--- config.mk ---
export PLATFORM = sky130hd
export DESIGN_NAME = alu_regfile_sequencer_flat
export DESIGN_NICKNAME = d
export VERILOG_FILES = /design/src/rtl/alu_seq_pkg.sv /design/src/rtl/alu_regfile_sequencer_if.sv /design/src/rtl/alu_seq_regfile.sv /design/src/rtl/alu_regfile_sequencer.sv /design/src/flat_wrapper.sv
export SDC_FILE = /design/constraint.sdc
export NUM_CORES = 1
export LEC_CHECK = 0
export ABC_AREA = 0
export BUFFER_PORTS_ARGS = -buffer_cell sky130_fd_sc_hd__buf_2
export CELL_PAD_IN_SITES_DETAIL_PLACEMENT = 1
export CELL_PAD_IN_SITES_GLOBAL_PLACEMENT = 2
export CORE_MARGIN = 3
export CORE_UTILIZATION = 35
export CTS_CLUSTER_SIZE = 25
export DETAILED_ROUTE_END_ITERATION = 12
export PLACE_DENSITY_LB_ADDON = 0.1
export SYNTH_ARGS = -nofsm -noshare
export SYNTH_HDL_FRONTEND = slang
export SYNTH_SLANG_ARGS = --single-unit
--- constraint.sdc ---
create_clock -name clk_i -period 1.8 [get_ports clk_i]
set_input_delay 0.09 -clock clk_i [delete_from_list [all_inputs] [get_ports clk_i]]
set_output_delay 0.09 -clock clk_i [all_outputs]
set_load 0.05 [all_outputs]
--- src/rtl/alu_seq_pkg.sv ---
// rtl/alu_seq_pkg.sv - shared widths and FSM encoding for the ALU register-file sequencer
package alu_seq_pkg;
    localparam int DW    = 16;
    localparam int FLAGW = 4;
    localparam int NREGS = 8;
    localparam int RAW   = 3;
    localparam int CNTW  = 3;

    typedef enum logic [1:0] {
        ST_IDLE = 2'd0,
        ST_EXEC = 2'd1,
        ST_WB   = 2'd2
    } state_e;
endpackage

--- src/rtl/alu_regfile_sequencer_if.sv ---
// rtl/alu_regfile_sequencer_if.sv - command, host register port, debug read and external ALU bundle
interface alu_regfile_sequencer_if;
    import alu_seq_pkg::*;

    logic             cmd_valid;
    logic             cmd_ready;
    logic [DW-1:0]    cmd_op;
    logic [RAW-1:0]   cmd_rs1;
    logic [RAW-1:0]   cmd_rs2;
    logic [RAW-1:0]   cmd_rd;
    logic             cmd_imm_en;
    logic [DW-1:0]    cmd_imm;
    logic             wr_en;
    logic [RAW-1:0]   wr_addr;
    logic [DW-1:0]    wr_data;
    logic [RAW-1:0]   rd_addr;
    logic [DW-1:0]    rd_data;
    logic [DW-1:0]    alu_a;
    logic [DW-1:0]    alu_b;
    logic [DW-1:0]    alu_op;
    logic [DW-1:0]    alu_c;
    logic [FLAGW-1:0] alu_flags;
    logic             done;
    logic [FLAGW-1:0] flags_q;

    modport slave (
        input  cmd_valid, cmd_op, cmd_rs1, cmd_rs2, cmd_rd, cmd_imm_en, cmd_imm,
        input  wr_en, wr_addr, wr_data, rd_addr, alu_c, alu_flags,
        output cmd_ready, rd_data, alu_a, alu_b, alu_op, done, flags_q
    );

    modport master (
        output cmd_valid, cmd_op, cmd_rs1, cmd_rs2, cmd_rd, cmd_imm_en, cmd_imm,
        output wr_en, wr_addr, wr_data, rd_addr, alu_c, alu_flags,
        input  cmd_ready, rd_data, alu_a, alu_b, alu_op, done, flags_q
    );
endinterface

--- src/rtl/alu_seq_regfile.sv ---
// rtl/alu_seq_regfile.sv - 8x16 register file, two operand reads, debug read, WB-over-host write
module alu_seq_regfile
    import alu_seq_pkg::*;
(
    input  logic           clk_i,
    input  logic           rst_ni,
    input  logic [RAW-1:0] rs1_addr_i,
    input  logic [RAW-1:0] rs2_addr_i,
    input  logic [RAW-1:0] dbg_addr_i,
    output logic [DW-1:0]  rs1_data_o,
    output logic [DW-1:0]  rs2_data_o,
    output logic [DW-1:0]  dbg_data_o,
    input  logic           wb_en_i,
    input  logic [RAW-1:0] wb_addr_i,
    input  logic [DW-1:0]  wb_data_i,
    input  logic           host_en_i,
    input  logic [RAW-1:0] host_addr_i,
    input  logic [DW-1:0]  host_data_i
);
    logic [DW-1:0] regs_q [NREGS];
    logic [DW-1:0] regs_d [NREGS];

    assign rs1_data_o = regs_q[rs1_addr_i];
    assign rs2_data_o = regs_q[rs2_addr_i];
    assign dbg_data_o = regs_q[dbg_addr_i];

    // Writeback is applied last so it overrides a host write to the same register.
    always_comb begin
        regs_d = regs_q;
        if (host_en_i) regs_d[host_addr_i] = host_data_i;
        if (wb_en_i)   regs_d[wb_addr_i]   = wb_data_i;
    end

    always_ff @(posedge clk_i or negedge rst_ni) begin
        if (!rst_ni) begin
            for (int i = 0; i < NREGS; i++) regs_q[i] <= '0;
        end else begin
            regs_q <= regs_d;
        end
    end
endmodule

--- src/rtl/alu_regfile_sequencer.sv ---
// rtl/alu_regfile_sequencer.sv - issues one register-file command to an external ALU and writes back
module alu_regfile_sequencer
    import alu_seq_pkg::*;
#(
    parameter int ALU_LATENCY = 1
) (
    input  logic                  clk_i,
    input  logic                  rst_ni,
    alu_regfile_sequencer_if.slave bus_if
);
    state_e           state_q;
    logic [CNTW-1:0]  cnt_q;
    logic [RAW-1:0]   rd_q;
    logic [DW-1:0]    alu_a_q;
    logic [DW-1:0]    alu_b_q;
    logic [DW-1:0]    alu_op_q;
    logic [FLAGW-1:0] flags_q;
    logic             done_q;
    logic [DW-1:0]    rs1_data;
    logic [DW-1:0]    rs2_data;

    assign bus_if.cmd_ready = (state_q == ST_IDLE);
    assign bus_if.alu_a     = alu_a_q;
    assign bus_if.alu_b     = alu_b_q;
    assign bus_if.alu_op    = alu_op_q;
    assign bus_if.flags_q   = flags_q;
    assign bus_if.done      = done_q;

    alu_seq_regfile u_regfile (
        .clk_i       (clk_i),
        .rst_ni      (rst_ni),
        .rs1_addr_i  (bus_if.cmd_rs1),
        .rs2_addr_i  (bus_if.cmd_rs2),
        .dbg_addr_i  (bus_if.rd_addr),
        .rs1_data_o  (rs1_data),
        .rs2_data_o  (rs2_data),
        .dbg_data_o  (bus_if.rd_data),
        .wb_en_i     (state_q == ST_WB),
        .wb_addr_i   (rd_q),
        .wb_data_i   (bus_if.alu_c),
        .host_en_i   (bus_if.wr_en),
        .host_addr_i (bus_if.wr_addr),
        .host_data_i (bus_if.wr_data)
    );

    always_ff @(posedge clk_i or negedge rst_ni) begin
        if (!rst_ni) begin
            state_q  <= ST_IDLE;
            cnt_q    <= '0;
            rd_q     <= '0;
            alu_a_q  <= '0;
            alu_b_q  <= '0;
            alu_op_q <= '0;
            flags_q  <= '0;
            done_q   <= 1'b0;
        end else begin
            done_q <= 1'b0;
            case (state_q)
                ST_IDLE: begin
                    if (bus_if.cmd_valid) begin
                        alu_a_q  <= rs1_data;
                        alu_b_q  <= bus_if.cmd_imm_en ? bus_if.cmd_imm : rs2_data;
                        alu_op_q <= bus_if.cmd_op;
                        rd_q     <= bus_if.cmd_rd;
                        cnt_q    <= CNTW'(ALU_LATENCY);
                        state_q  <= ST_EXEC;
                    end
                end
                // Operands stay frozen here; the counter only times the ALU pipeline.
                ST_EXEC: begin
                    cnt_q <= cnt_q - 1'b1;
                    if (cnt_q == CNTW'(1)) state_q <= ST_WB;
                end
                ST_WB: begin
                    flags_q <= bus_if.alu_flags;
                    done_q  <= 1'b1;
                    state_q <= ST_IDLE;
                end
                default: state_q <= ST_IDLE;
            endcase
        end
    end
endmodule

--- src/flat_wrapper.sv ---
// flat-port wrapper written by rule: the top's interface ports become plain ports
module alu_regfile_sequencer_flat import alu_seq_pkg::*;
#(
    parameter int ALU_LATENCY = 1
)
  (clk_i, rst_ni, bus_if_cmd_valid, bus_if_cmd_op, bus_if_cmd_rs1, bus_if_cmd_rs2, bus_if_cmd_rd, bus_if_cmd_imm_en, bus_if_cmd_imm, bus_if_wr_en, bus_if_wr_addr, bus_if_wr_data, bus_if_rd_addr, bus_if_alu_c, bus_if_alu_flags, bus_if_cmd_ready, bus_if_rd_data, bus_if_alu_a, bus_if_alu_b, bus_if_alu_op, bus_if_done, bus_if_flags_q);
  alu_regfile_sequencer_if bus_if_i ();
  input  logic clk_i;
  input  logic rst_ni;
  input wire logic [$bits(bus_if_i.cmd_valid)-1:0] bus_if_cmd_valid;
  input wire logic [$bits(bus_if_i.cmd_op)-1:0] bus_if_cmd_op;
  input wire logic [$bits(bus_if_i.cmd_rs1)-1:0] bus_if_cmd_rs1;
  input wire logic [$bits(bus_if_i.cmd_rs2)-1:0] bus_if_cmd_rs2;
  input wire logic [$bits(bus_if_i.cmd_rd)-1:0] bus_if_cmd_rd;
  input wire logic [$bits(bus_if_i.cmd_imm_en)-1:0] bus_if_cmd_imm_en;
  input wire logic [$bits(bus_if_i.cmd_imm)-1:0] bus_if_cmd_imm;
  input wire logic [$bits(bus_if_i.wr_en)-1:0] bus_if_wr_en;
  input wire logic [$bits(bus_if_i.wr_addr)-1:0] bus_if_wr_addr;
  input wire logic [$bits(bus_if_i.wr_data)-1:0] bus_if_wr_data;
  input wire logic [$bits(bus_if_i.rd_addr)-1:0] bus_if_rd_addr;
  input wire logic [$bits(bus_if_i.alu_c)-1:0] bus_if_alu_c;
  input wire logic [$bits(bus_if_i.alu_flags)-1:0] bus_if_alu_flags;
  output wire logic [$bits(bus_if_i.cmd_ready)-1:0] bus_if_cmd_ready;
  output wire logic [$bits(bus_if_i.rd_data)-1:0] bus_if_rd_data;
  output wire logic [$bits(bus_if_i.alu_a)-1:0] bus_if_alu_a;
  output wire logic [$bits(bus_if_i.alu_b)-1:0] bus_if_alu_b;
  output wire logic [$bits(bus_if_i.alu_op)-1:0] bus_if_alu_op;
  output wire logic [$bits(bus_if_i.done)-1:0] bus_if_done;
  output wire logic [$bits(bus_if_i.flags_q)-1:0] bus_if_flags_q;
  assign bus_if_i.cmd_valid = bus_if_cmd_valid;
  assign bus_if_i.cmd_op = bus_if_cmd_op;
  assign bus_if_i.cmd_rs1 = bus_if_cmd_rs1;
  assign bus_if_i.cmd_rs2 = bus_if_cmd_rs2;
  assign bus_if_i.cmd_rd = bus_if_cmd_rd;
  assign bus_if_i.cmd_imm_en = bus_if_cmd_imm_en;
  assign bus_if_i.cmd_imm = bus_if_cmd_imm;
  assign bus_if_i.wr_en = bus_if_wr_en;
  assign bus_if_i.wr_addr = bus_if_wr_addr;
  assign bus_if_i.wr_data = bus_if_wr_data;
  assign bus_if_i.rd_addr = bus_if_rd_addr;
  assign bus_if_i.alu_c = bus_if_alu_c;
  assign bus_if_i.alu_flags = bus_if_alu_flags;
  assign bus_if_cmd_ready = bus_if_i.cmd_ready;
  assign bus_if_rd_data = bus_if_i.rd_data;
  assign bus_if_alu_a = bus_if_i.alu_a;
  assign bus_if_alu_b = bus_if_i.alu_b;
  assign bus_if_alu_op = bus_if_i.alu_op;
  assign bus_if_done = bus_if_i.done;
  assign bus_if_flags_q = bus_if_i.flags_q;
  alu_regfile_sequencer #(.ALU_LATENCY(ALU_LATENCY)) u_core (.clk_i(clk_i), .rst_ni(rst_ni), .bus_if(bus_if_i));
endmodule
==> reports/qor.yml <==
hpwl_um: 27800
via_per_inst: 5.46
cts_max_path_buffers: 2
crit_path_start_kind: "register"
cts_tree: "done"
cap_violations: 0
layout_setup_ws_ps: -108
tightest_slew_ps: 574
fmax_mhz: 524
p_sw_frac: 0.401
skew_ps: 12.2
synth_cells: 953
postPlaceCellArea_sq_um: 14000
fillers: 3611
cts_made_buffers: 17
synth_top_cell_area_share: 0.386
min_period_ps: 1910
root_buffer: "clkbuf_16"
drv_slew: 0
synth_seq_area_share: 0.386
drt_pass1_iterations: 6
synth_edf_count: 0
violations: "setup timing"
hold_violations: 0
relSlewSlack: 0.617
power_leakage_nw: 7.11
clk_latency_ps: 460
grt_pass1_wl_um: 65700
antenna_cells: 0
gp_congestion: 0.775
synth_most_common_cell: "mux2_2"
drive_above_1_share: 0.575
rows: 67
fin_setup_tns_ps: -1250
ant_nets: 0
grtUsageTotal: 0.240
ys.warnings.count: 0
synth_top_cell_by_area: "dfrtp_1"
ys_ff_latch: 189
cp-end-kind: "output pin"
async_flop_share: 1.00
fp.dieH_um: 193
synth_cell_types: 43
p_clk_frac: 0.155
p_total_mw: 25.6
syn_area_sq_um: 12300
drc: 0
wl_um: 44100
clkSinkCount: 189
antenna_found_initial: 0
pwr-share-seq: 0.309
status: "finished with violations"
ir_drop_v: 0.000853
required_ps: 1710
fin_nets: 1329
coreArea_sq_um: 34000
clkTransAtPathRegs_ps: 80
regToRegSetupSlack_ps: 70
hold_start: "bus_if_alu_c[1]"
crit_type: "reg2out"
whs_path_depth: 2
setup_viol: 16
synth_nets: 1043
r2r-end: "u_core.bus_if.alu_b[9]"
initialDrtViolationCount: 446
start_util: 0.360
hp-class: "in2reg"
dieArea_sq_um: 37300
switching_power_mw: 10.3
grt_pass1_vias: 9949
avgSynthCellArea_sq_um: 12.9
p_comb_frac: 0.536
rsz0062_at_grt: "yes"
p_int_mw: 15.3
syn2layout_area_growth_pct: 29.0
dieWidth_um: 193
htreeDepth: 4
timing.rr.start: "u_core.state_q[0]"
ys_top_cells_by_area: "dfrtp_1, mux2_2, mux2_4"
power.density_nw_per_um2: 1620
crit_fanout: 4
yosys-top-cells-count: "mux2_2, dfrtp_1, nand2_1"
portBuffers: 157
worst_hold_slack_ps: 15.6
fin_crit_sh: 1.06
overflow: 0
grt_max_degree: 49
worstPathArrival_ps: 1820
reg2regPathDepth: 5
min_to: "u_core.u_regfile.regs_q[113]"
ys.flop_type: "dfrtp_1"
io_pins: 158
avgRoutedWirePerCell_um: 26.0
final_cell_area_sq_um: 15800
vias: 9285
[stage by stage]
step	worst slack, ps	cells	util
floorplan	173	953	-
global placement	-57.2	1537	0.410
detailed placement	-46.8	1537	0.410
CTS	-134	1681	0.460
global route	-180	1699	0.465
finish	-108	1699	0.465
[cells in the final DEF, fill, tap and decap left out, drive strengths merged, types with 2 or more instances in the layout]
master,count
nand4b,3
o221ai,7
dfrtp,189
clkinv,7
bufinv,3
nand3b,7
nand3,4
o22ai,31
nor2,3
o221a,7
dlygate4sd3,43
nand2,80
nor3b,3
nor2b,13
o21ai,12
o31ai,25
and2,9
a211oi,9
and4bb,3
inv,3
ha,2
nand2b,4
nor4b,2
a22o,16
clkbuf,21
buf,299
nand4,2
mux2,335
or3b,2
mux2i,69
mux4,32
o2bb2ai,2
[state kept, by name, summed over array words and instances, names as in the netlist]
signal / count
u_core.bus_if.flags_q: 4
u_core.bus_if.alu_a: 16
u_core.cnt_q: 3
u_core.bus_if.alu_op: 16
u_core.state_q: 2
u_core.rd_q: 3
u_core.bus_if.alu_b: 16
u_core.bus_if.done: 1
u_core.u_regfile.regs_q: 128
[power groups by stage]
stage	registers (mW)	clock network (mW)	logic, mW
global placement	8.26	0	11.3
detailed placement	8.33	0	11.4
global route	8.14	4.25	14.7
CTS	7.87	4.09	13.5
floorplan	9.52	0	6.95
finish	7.91	3.98	13.7
[logic make-up after synthesis]
group	after synthesis	synth area share
AO/OA/AOI/OAI	111	0.0669
flip-flops	189	0.386
multiplexers	436	0.441
buffers and inverters	79	0.0375
AND/OR/NAND/NOR	136	0.0668
adder cells (fa/ha/maj)	2	0.00204
[how the worst max path moves through the flow]
stage	end	cells past startpoint	startpoint	slack [ps]
floorplan	u_core.u_regfile.regs_q[116]	5	bus_if_wr_addr[0]	170
global placement	u_core.bus_if.alu_b[15]	5	u_core.state_q[1]	-60
detailed placement	u_core.bus_if.alu_b[15]	5	u_core.state_q[1]	-50
CTS	bus_if_rd_data[1]	3	u_core.u_regfile.regs_q[113]	-130
global route	bus_if_rd_data[1]	3	u_core.u_regfile.regs_q[113]	-180
finish	bus_if_rd_data[1]	3	u_core.u_regfile.regs_q[65]	-110
[metal layers]
metal	global-route usage	up-vias	wire length, um
li1	-	4184	-
met5	0	-	0
met4	0.0495	0	600
met3	0.0307	33	1160
met2	0.416	169	21800
met1	0.325	4899	20500
[repair_timing]
action / 4_1_cts / 5_1_grt
hold buffers: 43 / 0
resized for setup: 49 / 4
buffers inserted: 70 / 18
hold endpoints to repair: 304 / 0
pin swaps: 1 / 1
endpoints found under the setup margin: 17 / 21
[area by class of cell]
cell class,count,area (sq um),share of cell area
clock buffers,20,447,0.0282
flip-flops and latches,189,4730,0.299
multi-input cells,685,7150,0.452
clock inverters,11,144,0.00910
inverters,3,11.3,0.000712
repair buffers,343,2770,0.175
well taps,448,561,0.0354
[worst max-delay path, stage by stage (launching register included)]
cell and delay (ps):
dfrtp_1 420, mux4_2 470, mux2_4 310, buf_6 160
Note: power is estimated with default switching activity, not from simulation.
